**config.mk**
```make
export PLATFORM = sky130hd
export DESIGN_NAME = tug_match_ctrl
export DESIGN_NICKNAME = d
export VERILOG_FILES = /design/src/rtl/tug_match_ctrl.sv
export SDC_FILE = /design/constraint.sdc
export NUM_CORES = 1
export LEC_CHECK = 0
export ABC_AREA = 1
export CAP_MARGIN = 10
export CORE_MARGIN = 2
export CORE_UTILIZATION = 50
export DETAILED_ROUTE_END_ITERATION = 12
export PLACE_DENSITY = 0.82
export SLEW_MARGIN = 20
export SYNTH_ARGS = -nofsm -noshare
export SYNTH_HDL_FRONTEND = slang
export SYNTH_SLANG_ARGS = --single-unit
```
**constraint.sdc**
```tcl
create_clock -name clk -period 3.84 [get_ports clk]
set_input_delay 0.768 -clock clk [delete_from_list [all_inputs] [get_ports clk]]
set_output_delay 0.768 -clock clk [all_outputs]
set_load 0.02 [all_outputs]
```
**src/rtl/tug_match_ctrl.sv**
```systemverilog
// -----------------------------------------------------------------------------
// tug_match_ctrl
// Match sequencer for the tug-of-war game. Counts round wins per player,
// freezes the field for a short hold after each round, pulses a playfield
// clear between rounds and declares the match winner at WIN_SCORE.
//
// Ports
//   clk          system clock, rising edge
//   reset        synchronous active-high reset, clears the whole match
//   Lwin, Rwin   round-win levels from the victory detector
//   field_reset  clear request to playfield lights and victory detector
//   play_en      L/R presses allowed into the playfield
//   lscore       left round-win count
//   rscore       right round-win count
//   lhex, rhex   seven-segment score digits, active-low, gfedcba
//   match_over   a player has reached WIN_SCORE
//   winner       00 none, 10 left, 01 right
//
// Parameters
//   WIN_SCORE    round wins needed for the match, 1..7
//   HOLD_CYCLES  cycles the field stays frozen after a round, >= 1
//   HOLD_W       hold counter width, 2**HOLD_W > HOLD_CYCLES
//
// State table
//   state | meaning
//   CLEAR | one-cycle playfield clear, presses blocked
//   PLAY  | round in progress, wins are sampled
//   HOLD  | round finished, field frozen, wins ignored
//   DONE  | match decided, terminal until reset
// -----------------------------------------------------------------------------
module tug_match_ctrl #(
    parameter int WIN_SCORE   = 7,
    parameter int HOLD_CYCLES = 4,
    parameter int HOLD_W      = 8
) (
    input  logic       clk,
    input  logic       reset,
    input  logic       Lwin,
    input  logic       Rwin,
    output logic       field_reset,
    output logic       play_en,
    output logic [2:0] lscore,
    output logic [2:0] rscore,
    output logic [6:0] lhex,
    output logic [6:0] rhex,
    output logic       match_over,
    output logic [1:0] winner
);

    // Three-bit encoding leaves spare codes; any of them falls back to CLEAR.
    localparam logic [2:0] ST_CLEAR = 3'd0;
    localparam logic [2:0] ST_PLAY  = 3'd1;
    localparam logic [2:0] ST_HOLD  = 3'd2;
    localparam logic [2:0] ST_DONE  = 3'd3;

    localparam logic [2:0]        WIN       = 3'(WIN_SCORE);
    localparam logic [HOLD_W-1:0] HOLD_LAST = HOLD_W'(HOLD_CYCLES - 1);

    logic [2:0]        state_q;
    logic [2:0]        state_d;
    logic [2:0]        lscore_q;
    logic [2:0]        lscore_d;
    logic [2:0]        rscore_q;
    logic [2:0]        rscore_d;
    logic [HOLD_W-1:0] hold_cnt_q;
    logic [HOLD_W-1:0] hold_cnt_d;
    logic              hold_last;
    logic              score_reached;

    assign hold_last     = (hold_cnt_q == HOLD_LAST);
    assign score_reached = (lscore_q == WIN) || (rscore_q == WIN);

    // Next state and score update.
    always_comb begin
        state_d  = state_q;
        lscore_d = lscore_q;
        rscore_d = rscore_q;
        case (state_q)
            ST_CLEAR: state_d = ST_PLAY;
            ST_PLAY: begin
                // A tie still ends the round; nobody scores and it is replayed.
                if (Lwin || Rwin) begin
                    state_d = ST_HOLD;
                    if (Lwin && !Rwin) begin
                        lscore_d = lscore_q + 3'd1;
                    end else if (Rwin && !Lwin) begin
                        rscore_d = rscore_q + 3'd1;
                    end
                end
            end
            ST_HOLD: begin
                if (hold_last) begin
                    state_d = score_reached ? ST_DONE : ST_CLEAR;
                end
            end
            ST_DONE:  state_d = ST_DONE;
            default:  state_d = ST_CLEAR;
        endcase
    end

    // Counter is held at zero outside HOLD, so entering HOLD starts it from 0.
    always_comb begin
        hold_cnt_d = '0;
        if (state_q == ST_HOLD) begin
            hold_cnt_d = hold_cnt_q + HOLD_W'(1);
        end
    end

    always_ff @(posedge clk) begin
        if (reset) begin
            state_q    <= ST_CLEAR;
            lscore_q   <= 3'd0;
            rscore_q   <= 3'd0;
            hold_cnt_q <= '0;
        end else begin
            state_q    <= state_d;
            lscore_q   <= lscore_d;
            rscore_q   <= rscore_d;
            hold_cnt_q <= hold_cnt_d;
        end
    end

    function automatic logic [6:0] seg7(input logic [2:0] val);
        logic [6:0] seg;
        case (val)
            3'd0:    seg = 7'b1000000;
            3'd1:    seg = 7'b1111001;
            3'd2:    seg = 7'b0100100;
            3'd3:    seg = 7'b0110000;
            3'd4:    seg = 7'b0011001;
            3'd5:    seg = 7'b0010010;
            3'd6:    seg = 7'b0000010;
            default: seg = 7'b1111000;
        endcase
        return seg;
    endfunction

    // Outputs decode registered state only; Lwin/Rwin never reach them directly.
    always_comb begin
        field_reset = 1'b0;
        play_en     = 1'b0;
        match_over  = 1'b0;
        winner      = 2'b00;
        case (state_q)
            ST_CLEAR: field_reset = 1'b1;
            ST_PLAY:  play_en     = 1'b1;
            ST_HOLD:  ;
            ST_DONE: begin
                match_over = 1'b1;
                winner     = (lscore_q == WIN) ? 2'b10 : 2'b01;
            end
            default:  field_reset = 1'b1;
        endcase
    end

    assign lscore = lscore_q;
    assign rscore = rscore_q;
    assign lhex   = seg7(lscore_q);
    assign rhex   = seg7(rscore_q);

endmodule

```
==> out/results.txt, run 1 <==
status: finished clean
final slew viol count: 0
DR DRC count: 0
CP Capture Type: primary output
H-tree depth reported by CTS: 1
CP Max Fanout: 5
share of cells above drive strength 1: 8.20%
Max-slew headroom: 84.7%
vias in the first global route: 930
Peak VDD IR: 0.282 mV
clk_skew: 0.00114 ns
# Max-Cap Violations: 0
HP Start: hold_cnt_q[0]
Initial Utilization: 52.6%
worst skew pair latency: 0.29 ns
Port Buffers: 28
CP Class: flip-flop to primary output
crit path DAT: 2.12 ns
Cell Area, Placed: 0.00135 sq mm
Syn-to-layout area delta: 34.0%
CTS Sinks: 16
CP Launch Type: flip-flop
Storage cell area: 320 sq um
sequential area share after synthesis: 31.1%
DP Wirelength: 1.75 mm
Antenna Cells: 0
number of setup buffers added after CTS: 0
max layer used: met4
metal3 WL: 103 um
#FFs+latches synth: 16
Synth Area per Inst: 6.83 sq um
Total GRT Usage: 19.4%
Core Region: 0.00196 sq mm
total grt overflow: 0
Power Density: 359 mW/mm^2
Worst Hold End: hold_cnt_q[0]
Root Buffer Master: clkbuf_4
antenna violations before repair: 0
Worst-Margin Slew: 0.227 ns
Total Die Area: 0.00244 sq mm
maximum root-to-sink buffer count: 2
FILL cells: 187
Required @ worst endpoint: 3.07 ns
Yosys cell types: 19
Tcrit/Tclk final: 75.2%
R2R Setup Slk: 2.50 ns
delay-heaviest family, CP: buffers and inverters
die height: 49.4 um
1st-iter DRT viols: 16
final non-filler cell total: 210
worst hold margin: 0.467 ns
Design Area, Final: 0.00138 sq mm
post-layout util: 70.4%
CP bufs+invs: 3
Post-Synthesis Cells: 151
vias per inst: 4.82
Syn. warnings: 0
worst min-delay path category: flip-flop to flip-flop
Final WS setup: 0.954 ns
FF-to-FF End: state_q[0]
# setup viols final: 0
WHS Path Cells: 1
Post-Place Worst Slack: 1.26 ns
Post-Syn Nets: 168
pin count of the biggest net entering global routing: 10
Core Rows: 16
Max Clk Rate: 346 MHz
Multi-input gate area: 594 sq um
setup TNS: 0 ns
worst r2r path cells: 8
drt pass-1 iters: 4
DRT met1 WL: 893 um
WL/cell: 10.2 um
LEAKAGE: 0.630 nW
Layout Nets: 201
placed instance count: 206
Syn Std Cell Area: 0.00103 sq mm
Critical-path top delay cell: clkdlybuf4s50_1
Tmin final: 2.89 ns
CTS buffer count: 3
cts hold-fix bufs: 0
first-pass GRT wire length: 3.68 mm
ANT nets after route: 0
Final GP Congestion: 0.850
crit path cell chain: inv_1 > ha_1 > nor2_1 > nand3_1 > nand2_1 > inv_1 > o21ai_0 > clkdlybuf4s50_1
via count: 1012
Hold Vio Cnt, Final: 0
CP peak stage delay: 0.64 ns
Tot Pwr: 0.496 mW
Clk pin slew, worst setup/hold paths: 0.09 ns
RSZ-0062 raised after global routing: false
die width: 49.4 um
I/O pin total: 29
routed wl met2: 1.10 mm
CTS tree: built
DRT Wirelength: 2.13 mm
worst r2r src: lscore[0]
Resized cells post-CTS: 0
most used cell, CP: inv_1
metal layers:
| layer | vias to the layer above | track usage, % |
|---|---|---|
| met1 | 442 | 20.2 |
| met5 | - | 0 |
| met2 | 25 | 37.2 |
| met3 | 5 | 2.76 |
| met4 | 0 | 9.72 |
| li1 | 540 | - |
final cells by class:
cell class | count | share of cell area [%]
Clock buffer | 4 | 2.63
Tap cell | 27 | 2.45
Timing Repair Buffer | 28 | 20.3
Multi-Input combinational cell | 104 | 43.0
Inverter | 31 | 8.42
Sequential cell | 16 | 23.2
worst reg2reg max path, stage by stage, from the launching register on:
cell	delay, ns
dfxtp_1	0.42
ha_1	0.25
ha_1	0.18
inv_1	0.06
nand2_1	0.09
nand2_1	0.05
nand2_1	0.06
nand2_1	0.05
a21oi_1	0.11
how the worst max path moves through the flow:
stage,from,end,cells past startpoint
final,rscore[0],rhex[3],8
after global routing,rscore[0],rhex[3],8
after CTS,rscore[0],rhex[3],8
after detailed placement,rscore[0],rhex[3],8
after global placement,rscore[0],rhex[6],8
after floorplan,rscore[0],rhex[3],7
logic make-up (layout without fill, tap and decap cells):
group / after synthesis / count (layout) / synth area share, %
buffers and inverters: 31 / 63 / 11.3
flip-flops: 16 / 16 / 31.1
XOR/XNOR: 1 / 1 / 0.850
AO/OA/AOI/OAI: 28 / 28 / 14.3
AND/OR/NAND/NOR: 62 / 62 / 26.7
adder cells (fa/ha/maj): 13 / 13 / 15.8
registers in the layout (all words and copies together) (netlist names):
register    count
hold_cnt_q      8
lscore          3
rscore          3
state_q         2
placed cells by master (no fill, tap or decap), types with 2 or more instances in the layout:
cell type        synthesis  routed
nand2_1                 28      28
o21ai_0                 13      13
a21oi_1                 10      10
inv_2                    3       3
nor2_1                  20      20
nand3_2                  3       3
clkbuf_4                 0       3
o21ai_1                  3       3
nand3_1                  5       5
clkdlybuf4s50_1          0      28
ha_1                    13      13
dfxtp_1                 16      16
nor3_1                   2       2
inv_1                   28      28
report_power, final:
group / switching (mW) / internal [mW]
sequential: 0.0124 / 0.175
clock: 0.0548 / 0.0579
combinational: 0.109 / 0.0869
total: 0.177 / 0.320
cells in the mapped netlist (all sizes together):
cell,count,area share (%)
a21oi,11,5.7
dfxtp,16,31
ha,13,16
inv,31,11
nand2,29,11
nand3,8,5.3
nand4,1,0.61
nor2,22,9.0
nor3,2,0.97
o21ai,17,8.6
xor2,1,0.85
Power figures use the tool's default switching activity.
==> run 2, diff against run 1 <==
--- a/config.mk
+++ b/config.mk
@@ -8,9 +8,9 @@
 export ABC_AREA = 1
 export CAP_MARGIN = 10
 export CORE_MARGIN = 2
-export CORE_UTILIZATION = 50
+export CORE_UTILIZATION = 42
 export DETAILED_ROUTE_END_ITERATION = 12
-export PLACE_DENSITY = 0.82
+export PLACE_DENSITY = 0.73
 export SLEW_MARGIN = 20
 export SYNTH_ARGS = -nofsm -noshare
 export SYNTH_HDL_FRONTEND = slang
==> constraint.sdc (replaced) <==
create_clock -name clk -period 2.4 [get_ports clk]
set_input_delay 0.48 -clock clk [delete_from_list [all_inputs] [get_ports clk]]
set_output_delay 0.48 -clock clk [all_outputs]
set_load 0.02 [all_outputs]
==> run 2 against run 1 <==
Total power is 54% higher. Count of clock-buffer cells in the layout stayed put. Largest cell class unchanged. Clock power is 56% higher. Worst setup slack worse by 0.85 ns. Combinational power is 47% higher. Hold slack better by 0.0011 ns. Clock skew is 0.0010 ns higher. Critical path type unchanged.
==> out/results.txt, run 2 (synthesis results as in run 1) <==
most used cell, CP: ha_1
Biggest register: hold_cnt_q
Tcrit/Tclk final: 95.5%
clk_skew: 0.00215 ns
Final GP Congestion: 0.796
via count: 1015
I/O pin total: 29
Tmin final: 2.29 ns
CP Capture Type: primary output
crit path cell chain: ha_1 > ha_1 > nor2_1 > clkdlybuf4s50_1
Max Clk Rate: 436 MHz
1st-iter DRT viols: 14
worst min-delay path category: flip-flop to flip-flop
met2 usage: 31.1%
Post-Place Worst Slack: 0.156 ns
DP Wirelength: 1.84 mm
layer with the highest usage: met2
internal power: 0.486 mW
share of cells above drive strength 1: 10.9%
setup TNS: 0 ns
net switching fraction of the power: 36.4%
vias in the first global route: 892
# setup viols final: 0
max reg flops: 8
DRT Wirelength: 2.16 mm
WL/cell: 10.2 um
Required @ worst endpoint: 1.92 ns
H-tree depth reported by CTS: 1
final slew viol count: 0
antenna violations before repair: 0
CP bufs+invs: 1
Final WS setup: 0.108 ns
pin count of the biggest net entering global routing: 10
Clk pin slew, worst setup/hold paths: 0.09 ns
Hold Vio Cnt, Final: 0
CTS buffer count: 3
LEAKAGE: 0.661 nW
CP Max Fanout: 5
Total GRT Usage: 16.8%
Initial Utilization: 45.3%
Power Density: 561 mW/mm^2
most frequent cells in the layout: 28 x inv_1, 28 x nand2_1, 20 x nor2_1
Port Buffers: 28
DR DRC count: 0
Comb pwr share: 37.8%
maximum root-to-sink buffer count: 2
met1 Use GR: 18.8%
Peak VDD IR: 0.399 mV
status: finished clean
Core Region: 0.00228 sq mm
CTS Sinks: 16
ANT nets after route: 0
Seq pwr share: 39.2%
Core Rows: 17
worst skew pair latency: 0.29 ns
worst hold margin: 0.468 ns
Max-slew headroom: 83.1%
Worst-Margin Slew: 0.251 ns
vias per inst: 4.81
Syn-to-layout area delta: 32.2%
drt pass-1 iters: 4
crit path DAT: 1.81 ns
total grt overflow: 0
die height: 53.5 um
first-pass GRT wire length: 3.57 mm
Critical-path top delay cell: clkdlybuf4s50_1
CP Class: flip-flop to primary output
clock share of power: 23.0%
die width: 53.5 um
RSZ-0062 raised after global routing: true
Root Buffer Master: clkbuf_4
CTS tree: built
CP Launch Type: flip-flop
total net switching power: 0.278 mW
met3 usage: 2.50%
Total Die Area: 0.00287 sq mm
CP peak stage delay: 0.61 ns
# Max-Cap Violations: 0
Antenna Cells: 0
Layout Nets: 201
delay-heaviest family, CP: buffers and inverters
-- run 2: cell types whose count changed in the layout (fill, tap and decap cells not counted), sizes merged --
cell	before	now
dlymetal6s2s	0	1
clkbuf	4	8
clkdlybuf4s50	28	19
clkdlybuf4s15	0	1
dlygate4sd2	0	3
-- run 2: power groups by stage --
stage / Combinational [mW] / Clock, mW / Sequential [mW]
floorplan: 0.171 / 0 / 0.311
global placement: 0.310 / 0 / 0.304
detailed placement: 0.317 / 0 / 0.305
CTS: 0.294 / 0.179 / 0.299
global route: 0.315 / 0.187 / 0.302
finish: 0.289 / 0.176 / 0.299
-- run 2: final timing paths --
kind,from,to,slack (ns),cells past startpoint
setup / recovery,lscore[0],winner[0],0.11,4
hold / removal,hold_cnt_q[0],hold_cnt_q[0],0.47,1
setup reg to reg,lscore[0],state_q[0],1.13,8
hold reg to reg,hold_cnt_q[0],hold_cnt_q[0],0.47,1
-- run 2: per-stage QoR --
step | utilization, % | cell area, sq um | std cells | total power, mW
2_1_floorplan | - | 1030 | 151 | 0.483
3_3_place_gp | 59.2 | 1350 | 207 | 0.614
3_5_place_dp | 59.2 | 1350 | 207 | 0.622
4_1_cts | 60.3 | 1370 | 211 | 0.771
5_1_grt | 59.9 | 1360 | 211 | 0.804
6_report | 59.9 | 1360 | 211 | 0.764
-- run 2: routing by layer --
metal	up-vias	wire length [um]
met2	24	1040
met4	0	39
met3	5	107
met1	446	977
met5	-	0
li1	540	-
-- run 2: timing repair --
item,CTS,global route
setup endpoints to repair,8,8
hold buffers,0,0
setup buffers,0,0
cloned,0,0
gates resized for setup,8,14
-- run 2: layout make-up --
cell class,count,area [sq um]
Clock buffer,4,36.3
Fill cell,217,913
Inverter,31,116
Multi-Input combinational cell,104,594
Sequential cell,16,322
Tap cell,28,35.0
Timing Repair Buffer,28,259
-- run 2: worst register-to-register path, stage by stage, from the launching register on --
cell and delay, ns:
dfxtp_1 0.40, ha_1 0.21, ha_1 0.18, inv_1 0.06, nand2_1 0.08, nand2_1 0.05
nand2_1 0.06, nand2_1 0.05, a21oi_1 0.11
==> run 3, diff against run 2 <==
--- a/config.mk
+++ b/config.mk
@@ -6,7 +6,6 @@
 export NUM_CORES = 1
 export LEC_CHECK = 0
 export ABC_AREA = 1
-export CAP_MARGIN = 10
 export CORE_MARGIN = 2
 export CORE_UTILIZATION = 42
 export DETAILED_ROUTE_END_ITERATION = 12
==> results of run 3 <==
No change in the layout: final DEF, timing and power equal those of run 2.
==> patch 1: new RTL, flow settings as in run 3 <==
The parameter `HOLD_W` goes from 8 to 10.
--- a/src/rtl/tug_match_ctrl.sv
+++ b/src/rtl/tug_match_ctrl.sv
@@ -31,7 +31,7 @@
 module tug_match_ctrl #(
     parameter int WIN_SCORE   = 7,
     parameter int HOLD_CYCLES = 4,
-    parameter int HOLD_W      = 8
+    parameter int HOLD_W      = 10
 ) (
     input  logic       clk,
     input  logic       reset,
Function: same outputs for any inputs over 10 cycles, from zero or initial values and one cycle with reset high; that may be too few to reach the edited logic, so the function may still have changed.
==> patch 1 against run 3 <==
  * Worst hold slack improved by 1.7 ps
  * Critical path depth did not move
  * Critical endpoint unchanged
  * Final area rose by 7.9%
  * Largest cell class unchanged
  * Die area rose by 9.5%
  * Area after synthesis rose by 10%
  * Total power fell by 0.48%
  * Clock power fell by 19%
  * Sequential cell count rose by 2
  * Non-clock buffer count did not move
  * Sequential power rose by 11%
  * Routed wire length rose by 4.0%
  * Setup slack improved by 11 ps
==> patch 1: results (changes against run 3) <==
- For hold timing, the worst endpoint is hold_cnt_q[9].
- The worst-case clock skew came to 0.9402 ps (-1.207 ps).
* Clock Sinks: 18 (+2)
* Tightest hold margin: 469.6 ps (+1.662 ps)
- Number of inserted filler cells in the final layout: 246 (+13%)
* Synthesized instance count: 164 (+8.6%)
- The number of nets produced by synthesis came to 181 (+7.7%).
- The complex-gate fraction of the synthesized area is 14.63% (+0.31 points).
- Sequential cell area share: 24.51% (+0.91 points)
* Leading cell types by count after synthesis: inv_1 (28), nand2_1 (28), nor2_1 (24)
- Share of synthesized area occupied by flip-flops and latches: 31.68% (+0.62 points)
- The number of different library cells in the post-synthesis netlist was 21 (+2).
- Length of routed met2 wiring: 1044 um (+0.77%)
- Sum of routed wire segments on met1: 1051 um (+7.6%)
- The clock tree cell share of total cell area was 1.532% (-1.1 points).
* Number of nets in the layout: 214 (+6.5%)
- Xor-xnor portion of the synthesized cell area: 1.540% (+0.69 points)
- Vias in the first global route: 963 (+8.0%)
- The placed instance area was 1455 um^2 (+8.1%).
- Drt initial violations: 13 (-1)
- Min-delay src: hold_cnt_q[9]
- The number of placed cells counting well taps was 222 (+7.2%).
- Average routed wire per standard cell: 9.987 um (-2.4%)
* Global placer's final weighted congestion: 0.8338 (+4.8%)
- Global-route wire length before repair: 3815 um (+7.0%)
- The portion of the layout cell area used by non-clock buffers came to 18.55% (-0.45 points).
- The floorplan row count is 18 (+1).
- Share of cell area taken by multi-input logic gates: 45.45% (+1.8 points)
* Multi-input gate area in the final layout: 668.1 um^2 (+12%)
- Worst r2r src: hold_cnt_q[0]
- The flow ran to the end, and the final reports show no timing, DRC or antenna violations.
* Met3 wirelength from detailed routing: 104 um (-2.8%)
- The fraction of layout instances using a drive strength above 1 came to 7.179% (-3.7 points).
- Worst slew slack as a fraction of its limit: 83.15% (about the same)
* Layout clock buffers: 3 (-1)
- The number of flip-flops under the largest register name is 10 (+2).
* Dpl hpwl: 1856 um (+1.0%)
- The global-route total usage across every layer is 14.46% (-2.4 points).
* Endpoint of the worst-slack reg-to-reg timing path: hold_cnt_q[8]
- The total via count in the routed design came to 1069 (+5.3%).
- Hold Crit Depth: 2 (+1)
==> patch 1: changes by cell type after synthesis, moves of 2 or more <==
cell | run 3 | this run
o21ai_1 | 3 | 1
o21ai_0 | 13 | 16
a21oi_1 | 10 | 13
nor3_1 | 2 | 0
nand3_1 | 5 | 7
dfxtp_1 | 16 | 18
inv_2 | 3 | 1
nor2_1 | 20 | 24
==> patch 1: worst max-delay path by stage <==
stage,slack [ps],startpoint,to,depth (start not counted)
final,120,lscore[0],winner[0],4
after global routing,7,rscore[0],rhex[6],8
after CTS,10,lscore[1],winner[1],5
after detailed placement,150,rscore[1],rhex[3],8
after global placement,220,rscore[1],rhex[3],8
after floorplan,560,rscore[0],rhex[3],7
==> patch 1: per-stage QoR <==
stage          setup WS, ps  total power, mW
3_3_place_gp          224.9           0.6450
6_report              118.9           0.7603
4_1_cts               12.06           0.7701
3_5_place_dp          145.5           0.6514
2_1_floorplan         560.7           0.5143
5_1_grt               7.423           0.8024
==> patch 1: power by group <==
group / internal (mW) / switching [mW]
registers: 0.313 / 0.0198
logic: 0.116 / 0.170
clock network: 0.0584 / 0.0836
==> patch 1: metal layers <==
metal / track usage, % / up-vias
li1: - / 582
met1: 17.11 / 460
met2: 25.55 / 22
met3: 1.628 / 5
met4: 7.143 / 0
met5: 0 / -
==> patch 1: logic make-up after synthesis <==
logic type                 Yosys count
adders and majority gates           13
AOI/OAI and AO/OA                   32
buffers and inverters               29
DFF                                 18
xor gates and xnor gates             2
and+or+nand+nor                     70
==> patch 1: worst max-delay path, stage by stage (launching register included) <==
cell	delay [ps]
dfxtp_1	360
ha_1	250
ha_1	210
nor2_1	100
clkdlybuf4s50_1	600
==> patch 2: new RTL, flow settings as in run 3 <==
Without the edit above. Add an input register stage for `Lwin` and `Rwin`, cleared by the reset; this delays them by one clock. Comments in the files are not updated.
--- a/src/rtl/tug_match_ctrl.sv
+++ b/src/rtl/tug_match_ctrl.sv
@@ -56,6 +56,19 @@
     localparam logic [2:0]        WIN       = 3'(WIN_SCORE);
     localparam logic [HOLD_W-1:0] HOLD_LAST = HOLD_W'(HOLD_CYCLES - 1);
 
+    logic Lwin_q;
+    logic Rwin_q;
+
+    always_ff @(posedge clk) begin
+        if (reset) begin
+            Lwin_q <= '0;
+            Rwin_q <= '0;
+        end else begin
+            Lwin_q <= Lwin;
+            Rwin_q <= Rwin;
+        end
+    end
+
     logic [2:0]        state_q;
     logic [2:0]        state_d;
     logic [2:0]        lscore_q;
@@ -79,11 +92,11 @@
             ST_CLEAR: state_d = ST_PLAY;
             ST_PLAY: begin
                 // A tie still ends the round; nobody scores and it is replayed.
-                if (Lwin || Rwin) begin
+                if (Lwin_q || Rwin_q) begin
                     state_d = ST_HOLD;
-                    if (Lwin && !Rwin) begin
+                    if (Lwin_q && !Rwin_q) begin
                         lscore_d = lscore_q + 3'd1;
-                    end else if (Rwin && !Lwin) begin
+                    end else if (Rwin_q && !Lwin_q) begin
                         rscore_d = rscore_q + 3'd1;
                     end
                 end
Behaviour: not the same (Yosys sat finds a counterexample within 4 cycles, from zero or initial values and one cycle with reset high).
==> patch 2 against run 3 <==
  * Area after synthesis grew 4.1%
  * Sequential share of layout area is 2.1 points higher
  * Final area is 3.1% higher
  * Setup slack got worse by 3.9 ps
  * Sequential cell count increased by 2
  * First-iteration DRC count up 57%
  * Routed wire length grew 4.8%
  * Total power is 1.8% higher
==> patch 2: results (changes against run 3) <==
- The pin count of the biggest net entering global routing was 11 (+1).
- Status: finished clean
* Average routed wire per standard cell: 10.48 um (+2.4%)
- The met3 layer wire length in the routed design came to 78 um (-27%).
- The number of antenna violations at the first check in global routing came to 0 (unchanged).
- Iteration count of the initial detailed-routing pass: 4 (unchanged)
- The estimated wirelength of the detail-placed design came to 1811 um (-1.4%).
- hold_cnt_q holds more flip-flops than any other register.
* Proportion of layout cells with a drive suffix above 1: 9.677% (-1.3 points)
- The number of DRC markers after the initial detailed-route iteration came to 22 (+8).
- Number of placed cells counting well taps: 212 (+2.4%)
* Peak supply drop: 376.7 uV (-5.5%)
- In the synthesized netlist, the cells that appear most often are inv_1 (31), nand2_1 (28), nor2_1 (21).
* Sum of routed wire segments on met1: 1041 um (+6.6%)
* Clock Tree Buf Depth: 2 (unchanged)
- The reported leakage power was 0.6901 nW (+4.4%).
- The detailed route wirelength on metal2 is 1128 um (+8.9%).
* Synth Net Count: 171 (+1.8%)
* Synthesized instance count: 154 (+2.0%)
- The worst slack after detailed placement was 133.6 ps (-22.04 ps).
- The worst register-to-register path begins at lscore[1].
- Worst-path maximum fanout: 5 (unchanged)
- Global router's overall resource usage: 16.78% (-0.031 points)
* Distinct cell type count of the synthesized netlist: 17 (-2)
- Vias in the first global route: 915 (+2.6%)
- The post-CTS setup buffer count was 0 (unchanged).
- CP Data Arrival Time: 1820 ps
- The number of port buffers is 28 (unchanged).
- The number of nets in the layout came to 204 (+1.5%).
- Hold Crit Depth: 1 (unchanged)
* Instance area at placement: 1391 um^2 (+3.3%)
- Ranked by total cell area, the synthesized netlist is headed by dfxtp_1 (34%), ha_1 (15%), inv_1 (11%).
- Worst slew slack as a fraction of its limit: 84.41% (+1.3 points)
* Global-route wire length before repair: 3643 um (+2.1%)
- The startpoint identified for the worst hold timing path is hold_cnt_q[0].
- Non-filler cells in the finished layout: 216 (+2.4%)
- The clock insertion delay at the later pin of the skew report is 290 ps (about the same).
* Clock-pin slew of the registers on the worst-case setup and hold paths: 100 ps
- Uppermost signal routing layer after detailed routing: met4
- The endpoint identified for the worst register-to-register timing path is state_q[0].
* Post-route clock skew: 4.272 ps (+2.125 ps)
- The vias per cell came to 4.722 (-1.8%).
- The count of synthesis-stage warnings from yosys came to 0 (unchanged).
- The part of the Yosys area used for sequential elements came to 33.57% (+2.5 points).
* R2R Setup Slk: 1070 ps (-60 ps)
* Tightest hold margin: 462.8 ps (-5.127 ps)
- The H-tree depth was 1 (unchanged).
* Worst hold endpoint: hold_cnt_q[0]
- Global placer's final weighted congestion: 0.8288 (+4.2%)
* Count of final max-slew check failures: 0 (unchanged)
patch 2: kinds of logic after synthesis:
family,share of synthesized area [%]
flip-flops,33.57
adder cells (fa/ha/maj),15.15
XOR/XNOR,1.632
AND/OR/NAND/NOR,25.18
buffers and inverters,11.19
AO/OA/AOI/OAI,13.29
patch 2: cell type report:
type	instances	area (um^2)
clock buffers	4	36.28
multi-input cells	104	593.1
well taps	30	37.54
repair buffers	28	256.5
fillers	219	1050
flip-flops and latches	18	361.6
inverters	32	120.1
patch 2: layer usage:
metal | up-vias | global-route usage, %
met3 | 2 | 3.552
met4 | 0 | 5.417
met2 | 16 | 30.12
li1 | 544 | -
met5 | - | 0
met1 | 458 | 19.70
patch 2: worst max-delay path, cell delays in order (launching register included):
cell             delay, ps
dfxtp_1                360
ha_1                   250
ha_1                   210
nor2_1                 100
clkdlybuf4s50_1        610
patch 2: what timing repair did:
item / 4_1_cts / 5_1_grt
hold endpoints to repair: 0 / 0
gates resized for setup: 8 / 17
setup endpoints to repair: 8 / 8
hold buffers: 0 / 0
patch 2: how the worst max path moves through the flow:
| stage | start | end | slack [ps] | cells after the start |
|---|---|---|---|---|
| finish | lscore[0] | winner[0] | 100 | 4 |
| global route | lscore[0] | winner[0] | 20 | 4 |
| CTS | lscore[0] | winner[1] | 0.5 | 5 |
| detailed placement | lscore[0] | lhex[3] | 130 | 8 |
| global placement | lscore[0] | lhex[6] | 190 | 8 |
| floorplan | lscore[0] | lhex[3] | 560 | 7 |
patch 2: power breakdown:
part           internal [mW]  switching, mW  leakage [nW]
Sequential             0.314         0.0188         0.147
Clock                 0.0923         0.0967        0.0210
Combinational         0.0997          0.156         0.522
Total                  0.506          0.272         0.690
